`config.mk`:
```
export PLATFORM = sky130hd
export DESIGN_NAME = flash_reader
export DESIGN_NICKNAME = d
export VERILOG_FILES = /design/src/rtl/flash_reader.sv
export SDC_FILE = /design/constraint.sdc
export NUM_CORES = 1
export LEC_CHECK = 0
export CORE_MARGIN = 2
export CORE_UTILIZATION = 50
export DETAILED_ROUTE_END_ITERATION = 7
export GPL_TIMING_DRIVEN = 1
export PLACE_DENSITY = 0.69
export SYNTH_ARGS = -nofsm -noshare
export SYNTH_HDL_FRONTEND = slang
export SYNTH_SLANG_ARGS = --single-unit
```
`constraint.sdc`:
```
create_clock -name clk -period 4.5 [get_ports clk]
set_clock_uncertainty 0.2 [all_clocks]
set_input_delay 0.9 -clock clk [delete_from_list [all_inputs] [get_ports clk]]
set_output_delay 0.9 -clock clk [all_outputs]
set_load 0.02 [all_outputs]
```
`src/rtl/flash_reader.sv`:
```
// SPI flash byte reader: issues a READ (0x03) command with a 24-bit address and
// returns the first data byte, using SPI mode 0 with all outputs registered.
module flash_reader #(
  parameter int unsigned CLK_DIV = 2,
  parameter int unsigned CS_GAP  = 4
) (
  input  logic        clk,
  input  logic        rst,
  input  logic        fd_valid,
  input  logic [23:0] fd_address,
  output logic        fd_ready,
  output logic [7:0]  fd,
  output logic        spi_cs_n,
  output logic        spi_sck,
  output logic        spi_mosi,
  input  logic        spi_miso
);

  typedef enum logic [2:0] {
    StIdle  = 3'd0,
    StSetup = 3'd1,
    StShift = 3'd2,
    StHold  = 3'd3,
    StDone  = 3'd4,
    StGap   = 3'd5
  } state_e;

  localparam logic [7:0] DivLast = 8'(CLK_DIV - 1);
  localparam logic [7:0] GapLast = 8'(CS_GAP - 1);

  state_e      r_state;
  logic [7:0]  r_cnt;
  logic [5:0]  r_bit;
  logic [39:0] r_frame;
  logic [7:0]  r_data;
  logic [7:0]  r_fd;
  logic        r_ready;
  logic        r_cs_n;
  logic        r_sck;
  logic        r_mosi;
  logic [39:0] w_frame;

  // Command and address fill the top 32 bits; the low byte keeps mosi at 0 while data returns.
  assign w_frame = {8'h03, fd_address, 8'h00};

  always_ff @(posedge clk or posedge rst) begin
    if (rst) begin
      r_state <= StIdle;
      r_cnt   <= 8'd0;
      r_bit   <= 6'd0;
      r_frame <= 40'd0;
      r_data  <= 8'h00;
      r_fd    <= 8'h00;
      r_ready <= 1'b0;
      r_cs_n  <= 1'b1;
      r_sck   <= 1'b0;
      r_mosi  <= 1'b0;
    end else begin
      case (r_state)
        StIdle: begin
          r_cs_n  <= 1'b1;
          r_sck   <= 1'b0;
          r_mosi  <= 1'b0;
          r_ready <= 1'b0;
          r_cnt   <= 8'd0;
          if (fd_valid) begin
            r_frame <= w_frame;
            r_mosi  <= w_frame[39];
            r_cs_n  <= 1'b0;
            r_state <= StSetup;
          end
        end
        StSetup: begin
          if (r_cnt == DivLast) begin
            r_cnt   <= 8'd0;
            r_bit   <= 6'd0;
            r_sck   <= 1'b1;
            r_state <= StShift;
          end else begin
            r_cnt <= r_cnt + 8'd1;
          end
        end
        StShift: begin
          if (r_cnt != DivLast) begin
            r_cnt <= r_cnt + 8'd1;
          end else begin
            r_cnt <= 8'd0;
            if (r_sck) begin
              r_sck   <= 1'b0;
              r_mosi  <= r_frame[38];
              r_frame <= {r_frame[38:0], 1'b0};
            end else if (r_bit == 6'd39) begin
              r_state <= StHold;
            end else begin
              r_sck <= 1'b1;
              r_bit <= r_bit + 6'd1;
              // Rising edges 33..40 carry the data byte.
              if (r_bit >= 6'd31) begin
                r_data <= {r_data[6:0], spi_miso};
              end
            end
          end
        end
        StHold: begin
          if (r_cnt == DivLast) begin
            r_cnt   <= 8'd0;
            r_cs_n  <= 1'b1;
            r_fd    <= r_data;
            r_ready <= 1'b1;
            r_state <= StDone;
          end else begin
            r_cnt <= r_cnt + 8'd1;
          end
        end
        StDone: begin
          r_ready <= 1'b0;
          r_cnt   <= 8'd0;
          r_state <= StGap;
        end
        StGap: begin
          if (r_cnt == GapLast) begin
            r_cnt   <= 8'd0;
            r_state <= StIdle;
          end else begin
            r_cnt <= r_cnt + 8'd1;
          end
        end
        default: begin
          r_state <= StIdle;
          r_cnt   <= 8'd0;
          r_bit   <= 6'd0;
          r_ready <= 1'b0;
          r_cs_n  <= 1'b1;
          r_sck   <= 1'b0;
          r_mosi  <= 1'b0;
        end
      endcase
    end
  end

  assign fd_ready = r_ready;
  assign fd       = r_fd;
  assign spi_cs_n = r_cs_n;
  assign spi_sck  = r_sck;
  assign spi_mosi = r_mosi;

endmodule

```
==> flow_summary.ini <==
[global_route]
globalRouteTotalUtil = 0.1769
grt_max_degree = 39
grt_first_pass_wirelength_mm = 10.25
grt.overflow.total = 0
antenna_found_initial = 0
grt_pass1_vias = 2213

[sta]
finalHoldViolCount = 0
timing.final.ws_setup_ps = 1622
setup-violations-final = 0
relSlewSlack = 0.3859
tightest_slew_ps = 921.1
slew_viol_final = 0
fin_crit_sh = 0.6397
finalSetupTns_ps = 0
rsz0062_at_grt = false
fmax_ghz = 0.3474
layout_min_cycle_time_ps = 2878

[clock_network]
cts_tree = built
clockBufferDepth = 2
cts-hold-fix-buffers = 0
postCtsSetupRepairBufs = 0
cts_sinks = 68
htreeDepth = 3
clk_latency_ps = 350
clockRootBuffer = clkbuf_8
cts_made_buffers = 9
post_cts_resized = 0
clk_pin_slew_ps = 70

[worst_setup_path]
endpoint_kind = flop
crit_required_ps = 4530
critPathMaxFanout = 31
start_kind = flop
arrival_ps = 2910
crit_type = reg -> reg

[cells_and_area]
syn2layout_area_growth_pct = 19.68
num_antenna_cells = 0
final_nets = 389
fin_area_sq_um = 4055
fin_util = 0.6069
drive_above_1_share = 0.1846
n_fill_cell = 563

[logic_synthesis]
synth-edff-count = 0
avgSynthCellArea_sq_um = 10.62
synthDominantCellAreaShare = 0.4948
synth.area.top_cells = dfrtp_1 49%, mux2_4 9.7%, nand2_1 9.0%
yosysTopAreaCell = dfrtp_1
synthCells = 319
async_reset_ff_frac = 1.000
ys_ff_latch = 68
ys_warn_count = 0
syn-num-nets = 350
ys_seq_area_frac = 0.5026
ys_types = 50
postSynth.topFlopCell = dfrtp_1
synth.cell_area_sq_um = 3388

[floorplanning]
die_y_um = 86.32
rows = 30
io_pins = 40
fp.dieArea_sq_um = 7451
core_area_sq_um = 6681
die_w_um = 86.32
start_util = 0.5071

[drt]
first_iter_violations = 141
drt_wl_total_mm = 6.161
ant_nets = 0
drt_pass1_iterations = 6
wl_per_cell_um = 13.91
num_vias = 2358
viasPerCell = 5.323
drc = 0

[flow_run]
cap_viol_max_count = 0

[power_and_ir_drop]
p_leak_nw = 2.043
power_density_nw_per_um2 = 298.9
total_power_mw = 1.212
irDropWorstVdd_uv = 159.1

[status]
outcome = completed

[worst_hold_path]
hold_path.class = reg -> reg

[place]
numPortBuffers = 39
pre_cts_ws_ps = 1585
gp_congestion = 0.8579
placed_area_sq_um = 3830
dp_hpwl_mm = 3.922
[worst paths after layout]
path                                start     endpoint  slack (ps)  cells past startpoint
worst min register to register  r_data[7]    r_data[7]         290                      1
min in group asynchronous             rst  r_frame[21]         820                      2
max in group asynchronous             rst     r_cnt[3]        2510                      3
worst min-delay path            r_data[7]    r_data[7]         290                      1
worst max register to register   r_cnt[5]  r_frame[23]        1620                      4
worst max-delay path             r_cnt[5]  r_frame[23]        1620                      4
[report_power, final]
part	switching [mW]	internal, mW
logic	0.0154	0.0217
clock network	0.238	0.327
registers	0	0.611
total	0.253	0.959
[cells by family after synthesis]
group,share of synthesized area
AOI/OAI and AO/OA,0.07607
xor gates and xnor gates,0.01809
muxes,0.1843
and+or+nand+nor,0.1680
adders and majority gates,0.01108
DFF,0.5026
buffers and inverters,0.03988
[flip-flops by register name, summed over array words and instances (netlist names)]
name      cells
r_frame      31
fd            8
r_cnt         8
r_data        8
r_bit         6
r_state       3
fd_ready      1
spi_cs_n      1
spi_mosi      1
spi_sck       1
[metrics by stage]
step                hold slack (ps)  instances
floorplan                     252.2        319
global placement              267.7        427
detailed placement            277.2        427
CTS                           295.3        443
global route                  320.1        443
finish                        289.7        443
[critical path, cell delays in order (launching register included)]
cell and delay [ps]:
dfrtp_1 430, nor4_2 800, nand4_1 170, a211o_2 710, mux2_4 420
[synth_stat cells, types with 3 or more instances]
cell type	count
nand2_1	81
dfrtp_1	67
mux2_4	22
mux2_2	16
inv_1	15
nor2_1	14
nand3_1	10
clkbuf_1	9
a31oi_1	8
mux2i_1	8
o21ai_0	7
a21oi_1	5
xor2_1	5
and3_1	3
buf_6	3
ha_1	3
mux2_1	3
[final cells by class]
| class | count | area, sq um | share of cell area |
|---|---|---|---|
| Timing Repair Buffer | 42 | 412.9 | 0.1018 |
| Sequential cell | 68 | 1703 | 0.4199 |
| Clock inverter | 6 | 87.58 | 0.02160 |
| Clock buffer | 10 | 137.6 | 0.03394 |
| Inverter | 15 | 56.30 | 0.01388 |
| Multi-Input combinational cell | 222 | 1558 | 0.3841 |
| Tap cell | 80 | 100.1 | 0.02468 |
[per-layer routing]
metal  up-vias  track usage  wire (um)
met3        12      0.04667        246
met4         0      0.08239        112
met1      1131       0.2528       3221
met5         -            0          0
li1       1167            -          -
met2        48       0.2517       2580
[cell usage in the layout (no fill, tap or decap), types with 3 or more instances in the layout]
master and n:
a21oi_1 5, a31oi_1 8, and3_1 3, buf_4 3, clkbuf_8 10, clkdlybuf4s50_1 39
dfrtp_1 67, ha_1 3, inv_1 14, mux2_1 3, mux2_2 16, mux2_4 22
mux2i_1 8, nand2_1 81, nand3_1 10, nor2_1 14, o21ai_0 7, xor2_1 5
Note: power is estimated with default switching activity, not from simulation.
